--- src/rtl/button_event_pkg.sv ---
// Shared definitions for the button UI blocks: FSM state encoding and the
// default timing constants for a 50 MHz clock.
package button_event_pkg;

    typedef enum logic [1:0] {
        WAIT_REL = 2'd0,
        IDLE     = 2'd1,
        DELAY    = 2'd2,
        REPEAT   = 2'd3
    } state_t;

    localparam int DEF_TICK_DVSR       = 50000;
    localparam int DEF_LONG_MS         = 1000;
    localparam int DEF_REPEAT_DELAY_MS = 500;
    localparam int DEF_REPEAT_MS       = 100;
    localparam int DEF_CNT_W           = 16;

endpackage

--- src/rtl/button_event_ms_tick_gen.sv ---
// Millisecond prescaler: tick is high while the count sits at DVSR-1, then the
// count wraps. clr restarts the count so the first tick lands DVSR cycles later.
module ms_tick_gen #(
    parameter int DVSR = 50000
) (
    input  logic clk,
    input  logic reset,
    input  logic clr,
    output logic tick
);

    localparam int W = (DVSR > 1) ? $clog2(DVSR) : 1;

    logic [W-1:0] cnt;

    assign tick = (cnt == W'(DVSR - 1));

    always_ff @(posedge clk or posedge reset) begin
        if (reset) begin
            cnt <= '0;
        end else if (clr || tick) begin
            cnt <= '0;
        end else begin
            cnt <= cnt + 1'b1;
        end
    end

endmodule

--- src/rtl/button_event.sv ---
// Turns a debounced button level into registered press/release/long-press/
// auto-repeat pulses plus a saturating hold time in ms.
// release and repeat are SystemVerilog keywords, hence release_pulse/repeat_pulse.
module button_event
    import button_event_pkg::*;
#(
    parameter int TICK_DVSR       = DEF_TICK_DVSR,
    parameter int LONG_MS         = DEF_LONG_MS,
    parameter int REPEAT_DELAY_MS = DEF_REPEAT_DELAY_MS,
    parameter int REPEAT_MS       = DEF_REPEAT_MS,
    parameter int CNT_W           = DEF_CNT_W
) (
    input  logic             clk,
    input  logic             reset,
    input  logic             db,
    input  logic             en,
    output logic             press,
    output logic             release_pulse,
    output logic             long_press,
    output logic             repeat_pulse,
    output logic             held,
    output logic [CNT_W-1:0] hold_ms
);

    localparam logic [CNT_W-1:0] HOLD_MAX = '1;

    state_t           state, state_n;
    logic [CNT_W-1:0] rep_cnt, rep_n;
    logic [CNT_W-1:0] hold_n, hold_inc;
    logic             long_fired, fired_n;
    logic             press_n, release_n, long_n, repeat_n, held_n;
    logic             clr, tick;

    ms_tick_gen #(.DVSR(TICK_DVSR)) u_tick (
        .clk   (clk),
        .reset (reset),
        .clr   (clr),
        .tick  (tick)
    );

    assign hold_inc = (hold_ms == HOLD_MAX) ? hold_ms : hold_ms + 1'b1;

    // NOTE: every always_comb output gets a default first, so no path leaves
    // a variable unassigned and no latch is inferred.
    always_comb begin
        state_n   = state;
        hold_n    = hold_ms;
        rep_n     = rep_cnt;
        fired_n   = long_fired;
        held_n    = held;
        press_n   = 1'b0;
        release_n = 1'b0;
        long_n    = 1'b0;
        repeat_n  = 1'b0;
        clr       = 1'b0;

        if (!en) begin
            state_n = WAIT_REL;
            held_n  = 1'b0;
        end else begin
            case (state)
                WAIT_REL: begin
                    held_n = 1'b0;
                    if (!db) state_n = IDLE;
                end
                IDLE: begin
                    if (db) begin
                        state_n = DELAY;
                        press_n = 1'b1;
                        held_n  = 1'b1;
                        hold_n  = '0;
                        rep_n   = '0;
                        fired_n = 1'b0;
                        clr     = 1'b1;
                    end
                end
                DELAY, REPEAT: begin
                    // A release on the threshold tick wins: hold_ms stays frozen.
                    if (!db) begin
                        state_n   = IDLE;
                        release_n = 1'b1;
                        held_n    = 1'b0;
                    end else if (tick) begin
                        hold_n = hold_inc;
                        if (hold_inc == CNT_W'(LONG_MS) && !long_fired) begin
                            long_n  = 1'b1;
                            fired_n = 1'b1;
                        end
                        if (state == DELAY) begin
                            if (hold_inc == CNT_W'(REPEAT_DELAY_MS)) begin
                                state_n  = REPEAT;
                                repeat_n = 1'b1;
                                rep_n    = '0;
                            end
                        end else if (rep_cnt == CNT_W'(REPEAT_MS - 1)) begin
                            repeat_n = 1'b1;
                            rep_n    = '0;
                        end else begin
                            rep_n = rep_cnt + 1'b1;
                        end
                    end
                end
                default: state_n = WAIT_REL;
            endcase
        end
    end

    // NOTE: sequential state uses non-blocking assignments so every register
    // samples the pre-edge values regardless of statement order.
    always_ff @(posedge clk or posedge reset) begin
        if (reset) begin
            state         <= WAIT_REL;
            hold_ms       <= '0;
            rep_cnt       <= '0;
            long_fired    <= 1'b0;
            held          <= 1'b0;
            press         <= 1'b0;
            release_pulse <= 1'b0;
            long_press    <= 1'b0;
            repeat_pulse  <= 1'b0;
        end else begin
            state         <= state_n;
            hold_ms       <= hold_n;
            rep_cnt       <= rep_n;
            long_fired    <= fired_n;
            held          <= held_n;
            press         <= press_n;
            release_pulse <= release_n;
            long_press    <= long_n;
            repeat_pulse  <= repeat_n;
        end
    end

endmodule
--- config.mk ---
export PLATFORM = sky130hd
export DESIGN_NAME = button_event
export DESIGN_NICKNAME = d
export VERILOG_FILES = /design/src/rtl/button_event_pkg.sv /design/src/rtl/button_event_ms_tick_gen.sv /design/src/rtl/button_event.sv
export SDC_FILE = /design/constraint.sdc
export NUM_CORES = 1
export LEC_CHECK = 0
export ABC_CLOCK_PERIOD_IN_PS = 6900
export BUFFER_PORTS_ARGS = -buffer_cell sky130_fd_sc_hd__buf_2
export CORE_AREA = 2 2 98 100
export DETAILED_ROUTE_END_ITERATION = 10
export DIE_AREA = 0 0 100 102
export PLACE_DENSITY_LB_ADDON = 0.15
export SLEW_MARGIN = 20
export SYNTH_ARGS = -nofsm -noshare
export SYNTH_HDL_FRONTEND = slang
export SYNTH_SLANG_ARGS = --single-unit
--- constraint.sdc ---
create_clock -name clk -period 6.9 [get_ports clk]
set_input_delay 1.38 -clock clk [delete_from_list [all_inputs] [get_ports clk]]
set_output_delay 1.38 -clock clk [all_outputs]
set_load 0.02 [all_outputs]
==> metrics.md <==
| Metric | Value |
|---|---|
| Outcome | finished, final reports clean |
| Via count of the first global-routing pass | between 2000 and 3000 |
| Worst hold path startpoint | u_tick.cnt[0] |
| Synth async-reset ratio | 1.000 |
| Clock Skews | ~14 ps |
| Combined buffer and inverter count along the critical path | 1 |
| Clock latency on the worst-skew pair | about 310 ps |
| RR Endpoint | rep_cnt[8] |
| Class of the tightest hold or removal check | flip-flop to flip-flop |
| CTS Root Buffer Type | clkbuf_8 |
| Dominant combinational cell family by area after synthesis | simple AND/OR/NAND/NOR gates |
| CP Max Fanout | 14 |
| Average routed wire per standard cell | around 16 um |
| Leakage power figure | approximately 1.7 nW |
| Clock period minus final worst setup slack | 3311 ps |
| Global-route total usage across every layer | 0.1696 |
| Post_cts resized | 0 |
| Xor/xnor cell area share of the yosys netlist | 0.04737 |
| CP max-delay cell | a21oi_1 |
| Placed wire-length estimate after detailed placement | between 5 and 6 mm |
| Simple-gate share of the synthesized area | 0.3004 |
| Number of antenna violations at the first check in global routing | 0 |
| Mapped Nets | slightly below 400 |
| Count of antenna-violating nets left after detailed routing | 0 |
| Global-route wire length before repair | approximately 14 mm |
| F_max | about 300 MHz |
| Standard cell core area | between 9000 and 10000 um2 |
| Arrival time at the worst endpoint | roughly 3500 ps |
| Routed wire length | ~8.2 mm |
| Final worst-path setup slack | approximately 3600 ps |
| TritonCTS clock tree | built |
| Worst Tran Pin Value | between 1000 and 1500 ps |
| Postcts setup bufs | 0 |
| Hold buffer count at cts | 0 |
| Mean instance size in the synthesized netlist | around 9 um2 |
| Die area | 10200 um2 |
| Worst hold path stage count | 1 |
| Fin Setup TNS | 0 ps |
| Clock input transition at the sequential cells of the worst setup and hold paths | between 100 and 150 ps |
| Post-synth design cell area | ~3300 um2 |
| Antenna cell count | 0 |
| Unrepaired setup endpoints after global routing | no |
| Yosys reg bits | between 50 and 60 |
| Number of remaining DRC errors | 0 |
| Most common library cell in the layout ignoring fill and taps | dfrtp_1 |
| Hold violation total from the final report | 0 |
| Count of pins over their slew limit | 0 |
| Number of buffers created by CTS | 5 |
| Total of endpoints with negative setup slack in the final report | 0 |
| Stage delay of the slowest cell on the critical path | ~830 ps |
| Pwr dens | 186.2 nW/um2 |
| Part of the cycle the worst path needs | 0.4798 |
| Startpoint type of the worst setup path | input port |
| Die outline width | roughly 100 um |
| Max-slew headroom at the worst pin | 0.3008 |
| Reg-to-reg critical path startpoint | u_tick.cnt[11] |
| H-tree depth | 2 |
| Register-to-Register Setup Slack | 3660 ps |
| Initial cell density of the core | 0.3654 |
| # Max-Cap Violations | 0 |
| Critical Path End Type | flip-flop |
| Clock sink count | 56 |
| Share of the yosys chip area belonging to registers | 0.4211 |
| Number of enable-type register cells in the synthesized netlist | 0 |
| Multiplexer area fraction after synthesis | 0.006015 |
| Vias post-DR | 2903 |
| Synth-to-Final Area Change | 9.248% |
| Via density per instance | between 5 and 6 |
| I/O pin cnt | 25 |
| Drt first pass iters | 4 |
| Fraction of final layout cells with drive strength greater than 1 | 0.1250 |
| Post-synthesis cell count | between 300 and 400 |
| Net count of the finished layout | roughly 400 |
| Terminating pin of the worst hold path | u_tick.cnt[0] |
| Routability-driven placement congestion ratio | slightly below 0.8 |
| Worst r2r path cells | 6 |
| Yosys Warn Count | 0 |
| Number of core rows | 35 |
| Post-synthesis adder-cell area fraction | 0.01128 |
| DR iter-0 viols | ~180 |
| Top cell family by delay on the critical path | compound AO/OA/AOI/OAI gates |
| Dominant register cell in the synthesized netlist | dfrtp_1 |
| Worst slack after detailed placement | between 3000 and 4000 ps |
| Maximum number of pins on one net before global-route repair | 57 |
| Count of different cell masters after synthesis | 56 |
| Kind of critical path | input port to flip-flop |
| WP data required | ~7000 ps |
| Ordered list of cells on the worst path | buf_2 > o211ai_1 > a21oi_1 > nand4_2 > o211ai_2 > o31ai_1 |
| Chip height | just over 100 um |
| Top library cells by usage in the layout, fill and taps aside | dfrtp_1, nor2_1, nand2_1, o21ai_0, buf_2 |
| Area fraction in compound gates after synthesis | 0.1759 |
| Peak ir drop on the vdd network | around 0.085 mV |
| Clock buffer depth | 2 |
| Number of buffer cells added on primary ports | 24 |
| Overflow left after global routing | 0 |
final cells by class:
type / instances / area, um2
Timing Repair Buffer: 25 / 127.6
Tap cell: 111 / 138.9
Fill cell: 916 / 5473
Clock buffer: 7 / 96.34
Inverter: 11 / 41.29
Sequential cell: 56 / 1401
Clock inverter: 1 / 30.03
Multi-Input combinational cell: 292 / 1800
cells by family (layout without fill, tap and decap cells):
logic type / count (synthesis) / count (layout)
simple gates: 180 / 180
mux: 2 / 2
flops: 56 / 56
compound gates: 89 / 89
buf+inv: 30 / 44
fa+ha+maj: 3 / 3
xor+xnor: 18 / 18
worst max path at each step:
| stage | startpoint | to | slack [ps] | depth (start not counted) |
|---|---|---|---|---|
| 6_report | db | rep_cnt[8] | 3590 | 6 |
| 5_1_grt | u_tick.cnt[11] | rep_cnt[2] | 3270 | 6 |
| 4_1_cts | db | rep_cnt[8] | 3630 | 6 |
| 3_5_place_dp | db | rep_cnt[2] | 3280 | 6 |
| 3_3_place_gp | db | rep_cnt[8] | 3360 | 6 |
| 2_1_floorplan | db | rep_cnt[13] | 4070 | 7 |
through the flow:
stage | hold slack (ps) | util | total power (W) | area [um2] | cells
finish | 464.8 | 0.3992 | 0.0006768 | 3636 | 503
global route | 494.1 | 0.3992 | 0.0007114 | 3636 | 503
CTS | 468.0 | 0.3992 | 0.0006881 | 3636 | 503
detailed placement | 454.5 | 0.3853 | 0.0004453 | 3510 | 495
global placement | 446.2 | 0.3853 | 0.0004435 | 3510 | 495
floorplan | 432.9 | - | 0.0004258 | 3328 | 378
routing by layer:
| layer | share of wire | routed length, um | vias up | GRT usage |
|---|---|---|---|---|
| met5 | 0 | 0 | - | 0 |
| met1 | 0.50 | 4098 | 1421 | 0.2402 |
| met2 | 0.45 | 3723 | 66 | 0.2687 |
| met3 | 0.034 | 281 | 10 | 0.02531 |
| met4 | 0.012 | 99 | 0 | 0.05374 |
| li1 | - | - | 1406 | - |
registers in the layout (all words and copies together) (netlist names), 2 cells and up:
register and flops:
hold_ms 16, rep_cnt 16, u_tick.cnt 16, state 2
synthesized netlist by cell type, drive strengths merged (10+ instances only):
cell type  count  area, um2
nand4         10      96.35
a21oi         18      90.09
nand2         30      112.6
inv           11      41.29
clkbuf        13      48.80
and3          13      81.33
o21ai         30      150.1
dfrtp         56       1401
nand3         22      115.1
xnor2         12      105.1
nor3          15      75.07
nor2          45      176.4
power by group:
| group | switching [W] | internal [W] |
|---|---|---|
| Sequential | 0.0000219 | 0.000350 |
| Clock | 0.000111 | 0.000128 |
| Combinational | 0.0000370 | 0.0000279 |
| Total | 0.000170 | 0.000507 |
No activity file was read; power rests on OpenSTA's default activity.
